<file path="src/rtl/tl_buffer_2.sv">
// rtl/tl_buffer_2.sv - TileLink A/D two-channel buffer; optional flow-through via TL_BUFFER_FLOW_EN
module tl_buffer_2_queue #(
  parameter int W     = 1,
  parameter int DEPTH = 2
) (
  input  logic         clock,
  input  logic         reset,
  input  logic         in_valid,
  output logic         in_ready,
  input  logic [W-1:0] in_bits,
  output logic         out_valid,
  input  logic         out_ready,
  output logic [W-1:0] out_bits
);
  localparam int AW = $clog2(DEPTH);

  logic [W-1:0]  mem [DEPTH];
  logic [AW-1:0] wr_ptr;
  logic [AW-1:0] rd_ptr;
  logic [AW:0]   count;
  logic          empty;
  logic          full;
  logic          pass;
  logic          do_enq;
  logic          do_deq;

  assign empty    = (count == '0);
  assign full     = (count == (AW+1)'(DEPTH));
  // A full queue never accepts, even if it drains this cycle; this keeps
  // ready independent of the downstream ready.
  assign in_ready = !reset && !full;

`ifdef TL_BUFFER_FLOW_EN
  // An empty queue forwards the incoming beat straight to the output.
  assign pass      = empty && in_valid;
  assign out_valid = !reset && (!empty || in_valid);
  assign out_bits  = empty ? in_bits : mem[rd_ptr];
`else
  assign pass      = 1'b0;
  assign out_valid = !reset && !empty;
  assign out_bits  = mem[rd_ptr];
`endif

  // A forwarded beat that is taken immediately is neither stored nor popped.
  assign do_enq = in_valid && in_ready && !(pass && out_ready);
  assign do_deq = out_valid && out_ready && !pass;

  // Payload storage is deliberately left out of reset.
  always_ff @(posedge clock) begin
    if (do_enq) mem[wr_ptr] <= in_bits;
  end

  // Pointer and occupancy bookkeeping; pointers wrap naturally at DEPTH.
  always_ff @(posedge clock) begin
    if (reset) begin
      wr_ptr <= '0;
      rd_ptr <= '0;
      count  <= '0;
    end else begin
      if (do_enq) wr_ptr <= wr_ptr + AW'(1);
      if (do_deq) rd_ptr <= rd_ptr + AW'(1);
      if (do_enq && !do_deq)      count <= count + (AW+1)'(1);
      else if (!do_enq && do_deq) count <= count - (AW+1)'(1);
    end
  end
endmodule

module tl_buffer_2 #(
  parameter int DEPTH = 2
) (
  input  logic        clock,
  input  logic        reset,
  input  logic        auto_in_a_valid,
  output logic        auto_in_a_ready,
  input  logic [2:0]  auto_in_a_bits_opcode,
  input  logic [2:0]  auto_in_a_bits_param,
  input  logic [3:0]  auto_in_a_bits_size,
  input  logic [6:0]  auto_in_a_bits_source,
  input  logic [28:0] auto_in_a_bits_address,
  input  logic [7:0]  auto_in_a_bits_mask,
  input  logic [63:0] auto_in_a_bits_data,
  input  logic        auto_in_a_bits_corrupt,
  output logic        auto_out_a_valid,
  input  logic        auto_out_a_ready,
  output logic [2:0]  auto_out_a_bits_opcode,
  output logic [2:0]  auto_out_a_bits_param,
  output logic [3:0]  auto_out_a_bits_size,
  output logic [6:0]  auto_out_a_bits_source,
  output logic [28:0] auto_out_a_bits_address,
  output logic [7:0]  auto_out_a_bits_mask,
  output logic [63:0] auto_out_a_bits_data,
  output logic        auto_out_a_bits_corrupt,
  input  logic        auto_out_d_valid,
  output logic        auto_out_d_ready,
  input  logic [2:0]  auto_out_d_bits_opcode,
  input  logic [1:0]  auto_out_d_bits_param,
  input  logic [3:0]  auto_out_d_bits_size,
  input  logic [6:0]  auto_out_d_bits_source,
  input  logic        auto_out_d_bits_sink,
  input  logic        auto_out_d_bits_denied,
  input  logic [63:0] auto_out_d_bits_data,
  input  logic        auto_out_d_bits_corrupt,
  output logic        auto_in_d_valid,
  input  logic        auto_in_d_ready,
  output logic [2:0]  auto_in_d_bits_opcode,
  output logic [1:0]  auto_in_d_bits_param,
  output logic [3:0]  auto_in_d_bits_size,
  output logic [6:0]  auto_in_d_bits_source,
  output logic        auto_in_d_bits_sink,
  output logic        auto_in_d_bits_denied,
  output logic [63:0] auto_in_d_bits_data,
  output logic        auto_in_d_bits_corrupt
);
  localparam int A_W = 119;
  localparam int D_W = 83;

  logic [A_W-1:0] a_in;
  logic [A_W-1:0] a_out;
  logic [D_W-1:0] d_in;
  logic [D_W-1:0] d_out;

  assign a_in = {auto_in_a_bits_opcode, auto_in_a_bits_param, auto_in_a_bits_size,
                 auto_in_a_bits_source, auto_in_a_bits_address, auto_in_a_bits_mask,
                 auto_in_a_bits_data, auto_in_a_bits_corrupt};
  assign {auto_out_a_bits_opcode, auto_out_a_bits_param, auto_out_a_bits_size,
          auto_out_a_bits_source, auto_out_a_bits_address, auto_out_a_bits_mask,
          auto_out_a_bits_data, auto_out_a_bits_corrupt} = a_out;

  assign d_in = {auto_out_d_bits_opcode, auto_out_d_bits_param, auto_out_d_bits_size,
                 auto_out_d_bits_source, auto_out_d_bits_sink, auto_out_d_bits_denied,
                 auto_out_d_bits_data, auto_out_d_bits_corrupt};
  assign {auto_in_d_bits_opcode, auto_in_d_bits_param, auto_in_d_bits_size,
          auto_in_d_bits_source, auto_in_d_bits_sink, auto_in_d_bits_denied,
          auto_in_d_bits_data, auto_in_d_bits_corrupt} = d_out;

  tl_buffer_2_queue #(.W(A_W), .DEPTH(DEPTH)) u_a_queue (
    .clock     (clock),
    .reset     (reset),
    .in_valid  (auto_in_a_valid),
    .in_ready  (auto_in_a_ready),
    .in_bits   (a_in),
    .out_valid (auto_out_a_valid),
    .out_ready (auto_out_a_ready),
    .out_bits  (a_out)
  );

  tl_buffer_2_queue #(.W(D_W), .DEPTH(DEPTH)) u_d_queue (
    .clock     (clock),
    .reset     (reset),
    .in_valid  (auto_out_d_valid),
    .in_ready  (auto_out_d_ready),
    .in_bits   (d_in),
    .out_valid (auto_in_d_valid),
    .out_ready (auto_in_d_ready),
    .out_bits  (d_out)
  );
endmodule

</file>
<file path="config.mk">
export PLATFORM = sky130hd
export DESIGN_NAME = tl_buffer_2
export DESIGN_NICKNAME = d
export VERILOG_FILES = /design/src/rtl/tl_buffer_2.sv
export SDC_FILE = /design/constraint.sdc
export NUM_CORES = 1
export LEC_CHECK = 0
export CAP_MARGIN = 10
export CORE_MARGIN = 5
export CORE_UTILIZATION = 43
export CTS_CLUSTER_SIZE = 16
export DETAILED_ROUTE_END_ITERATION = 8
export PLACE_DENSITY = 0.85
export RECOVER_POWER = 25
export SYNTH_ARGS = -nofsm -noshare
export SYNTH_HDL_FRONTEND = slang
export SYNTH_HIERARCHICAL = 1
export SYNTH_SLANG_ARGS = --single-unit
</file>
<file path="constraint.sdc">
create_clock -name clock -period 14.85 [get_ports clock]
set_input_delay 1.485 -clock clock [delete_from_list [all_inputs] [get_ports clock]]
set_output_delay 1.485 -clock clock [all_outputs]
set_load 0.03 [all_outputs]
</file>
==> results.md <==
Yosys:
- The total nets after synthesis is 896.
- In the post-synthesis netlist, the biggest area contributors are edfxtp_1 80%, mux2_2 15%, dfxtp_1 1.3%.
- Sorting the synthesized cells by how often they occur yields 404 x edfxtp_1, 202 x mux2_2, 12 x nor2_1.
- The number of distinct library cells after synthesis is 19.
- The post-synthesis cell type with the largest combined area is edfxtp_1.
- The number of synthesized flops with an enable pin is 404.
- The most frequently used flop master after synthesis is edfxtp_1.
- Counting flops with an async set or reset pin after synthesis yields a share of 0%.
- The dominant cell by count in the synthesized netlist is edfxtp_1.
- A synthesized cell averages 21.98 um2.
- The post-synthesis sequential area ratio is 81.79%.
- The count of mapped cells out of synthesis is 686.
- In this run the cell area of the synthesized design comes to 15,080 um2.
- The share of synthesized area in the top cell type comes to 80.46%.
- Yosys printed 6 warnings.
- The synthesized design contains 414 register bits.

Setup path:
- The critical path class is reg2out.
- The biggest fanout along the worst timing path is 69.
- The cell family with the largest share of critical-path delay is buffers and inverters.
- The worst path buffer plus inverter count is 2.
- Walking the worst path, the cells encountered are buf_4, mux2_2, clkdlybuf4s50_1.
- The cell at the slowest stage of the critical path is dfxtp_4.
- The startpoint kind of the worst setup timing path is a flop.
- The endpoint type of the worst setup path is an output port.
- The endpoint arrival time on the critical path is 3340 ps.
- Setup slack on the worst reg-to-reg path comes out at 12,060 ps.
- STA puts the critical path data required time at 13,360 ps.
- The largest stage delay on the critical path is 990 ps.

STA:
- On the final layout, the worst hold slack is 513.5 ps.
- Setup total negative slack on the finished layout was measured at 0 ps.
- Setup repair after global routing left no endpoint under its margin.
- The count of pins over their slew limit was 0.
- The share of the clock period used by the worst path after layout is 32.49%.
- The maximum clock frequency is 207.3 MHz.
- For the pin with the worst max-slew slack, the measured transition is 1072 ps.
- After layout, the minimum clock period comes to 4825 ps.
- The number of hold violations in the final report was 0.
- The normalized max-slew margin is 28.55%.
- For the final database, setup skew stands at 12.79 ps.
- Setup violations remaining at the end of the flow were counted as 0.

Floorplan:
- The floorplan step set the die height to 197.3 um.
- The core region is 34,540 um2.
- The area of the die is 38,910 um2.
- The number of cell rows is 68.
- The x dimension of the die is 197.3 um.
- The initial utilization of the core area, before any placement, comes to 43.65%.
- 414 I/O pins were placed.

Layout:
- After the last flow step, the layout net total stands at 1,336.
- The layout filler cell count is 2,386.
- The multi-input combinational cells in the finished layout cover a total of 2550 um2.
- The synthesis-to-layout area growth is 38.91%.
- The post-route netlist has 23.70% of its cells at a drive strength greater than 1.
- The flip-flop and latch area is 12,340 um2.
- Once layout is done, the placed cells without fillers occupy 20,940 um2.
- The non-filler instance count after layout is 1,618.

Place:
- The number of cells after detailed placement is 1,538.
- The number of port buffers is 413.
- The final weighted congestion in routability-driven placement is 0.7851.
- The wire-length estimate of the detail-placed layout is 24,310 um.
- The total placed instance area is 19,660 um2.

GRT:
- The first global-routing pass estimated 52,110 um of wire.
- The number of global-route vias before repair is 8,632.
- For this run the aggregate overflow at the end of global routing stands at 0.
- Entering global routing, the biggest net connects 81 pins.
- The number of antenna violations at the first check in global routing came to 12.
- The global router's overall resource usage is 17.51%.

Run status:
- The flow ran to the end, and the final reports show no timing, DRC or antenna violations.

CTS:
- The clock input transition at the sequential cells of the worst setup and hold paths is 60 ps.
- The cell at the root of the clock tree is clkbuf_16.
- In this run, CTS created clock tree buffers numbering 41.
- The post-CTS resize count is 0.
- The later pin in the worst-skew pair is clocked with a latency of 530 ps.
- The clock tree from TritonCTS is built.
- The post-CTS setup repair buffer count is 0.
- The TritonCTS sink count is 414.
- The number of hold buffers added after CTS was 0.
- In this run the number of H-tree levels came out at 2.
- The clock passes through at most 3 buffers.

Job:
- The count of max-cap constraint violations is 0.

Drt:
- Before antenna repair, the detailed router went through 4 iterations.
- The number of design-rule violations left by the first detailed-router iteration is 328.
- The average wire per cell in the routed design is 21.98 um.
- Dividing the detail-routed via count by the number of cells gives 4.949.
- The total wire length after detailed routing is 35,570 um.
- In this run the remaining antenna-violating nets after routing total 0.
- The routed via count is 8,008.
- In the routed design, unresolved DRC markers number 0.

Min path:
- The path class of the tightest hold or removal check is reg2reg.

Pwr:
- The leakage power total is 6.930 nW.
- Overall power consumption after layout is estimated at 3.018 mW.
- The worst vdd rail ir drop is 0.1319 mV.
- The power density relative to cell area is 144.1 nW/um2.
-- cells in the final DEF, fill, tap and decap left out --
cell type and count:
clkinv_2 4, mux2_2 202, ha_1 2, nor4_2 2, diode_2 11, or3_1 4, dfxtp_1 8, edfxtp_1 404
nor2_1 12, clkbuf_1 4, nor3_1 2, a21oi_1 4, clkinv_1 10, xor2_1 6, clkinvlp_4 4, and2_4 2
inv_6 2, clkdlybuf4s50_1 281, nand2_1 2, bufinv_16 2, clkbuf_16 43, dfxtp_4 2, o21ai_0 6, nor2b_2 2
dlygate4sd3_1 132, inv_1 2, buf_4 8
-- final cells by class --
cell class	count	share of cell area (%)
Clock buffer	47	5.209
Multi-Input combinational cell	246	12.18
Inverter	2	0.03584
Timing Repair Buffer	421	20.03
Tap cell	455	2.718
Clock inverter	22	0.7886
Sequential cell	414	58.92
Antenna cell	11	0.1314
-- stage by stage --
stage / utilization [%] / setup slack, ps
4_1_cts: 60.55 / 9941
3_3_place_gp: 56.91 / 10170
5_1_grt: 60.59 / 9886
3_5_place_dp: 56.91 / 10110
6_report: 60.63 / 10020
2_1_floorplan: - / 944.4
-- metal layers --
metal	share of wire [%]	GRT usage, %	vias to the layer above
met5	0.096	0	-
met4	2.4	4.751	4
met3	13	8.579	57
met2	49	29.44	378
met1	36	20.06	3947
li1	-	-	3622
-- path summary, 6_finish.rpt --
path / startpoint / to / cells after the start
setup / recovery: flop / auto_out_a_bits_address[11] / 3
hold / removal: u_d_queue/rd_ptr$_SDFFE_PP0P_ / u_d_queue/rd_ptr$_SDFFE_PP0P_ / 2
setup reg to reg: u_a_queue/count[0]$_SDFFE_PP0P_ / u_a_queue/mem[1][59]$_DFFE_PP_ / 4
hold reg to reg: u_d_queue/rd_ptr$_SDFFE_PP0P_ / u_d_queue/rd_ptr$_SDFFE_PP0P_ / 2
-- power by group --
part | switching, mW | internal [mW]
clock network | 0.410 | 0.559
logic | 0.359 | 0.298
registers | 0.0345 | 1.36
total | 0.803 | 2.21
-- tightest hold or removal path, stage by stage, from the launching register on --
cell	delay [ps]
dfxtp_1	330
xor2_1	80
nor2_1	70
-- registers in the layout, indices dropped and copies added (netlist names), named ones only --
| signal | cells |
|---|---|
| u_a_queue/mem | 238 |
| u_d_queue/mem | 166 |
| u_a_queue/count | 2 |
| u_d_queue/count | 2 |
| u_a_queue/rd_ptr | 1 |
| u_a_queue/wr_ptr | 1 |
| u_d_queue/rd_ptr | 1 |
| u_d_queue/wr_ptr | 1 |
-- cells by family (layout without fill, tap and decap cells) --
group                      after synthesis  count (layout)  synth area share [%]
muxes                                  202             202                 15.09
DFF                                    414             414                 81.79
AOI/OAI and AO/OA                       10              10                0.3320
and+or+nand+nor                         26              26                0.8630
other                                    0              11                     0
xor gates and xnor gates                 6               6                0.3485
adders and majority gates                2               2                0.1659
buffers and inverters                   26             492                 1.411
Power figures use the tool's default switching activity.
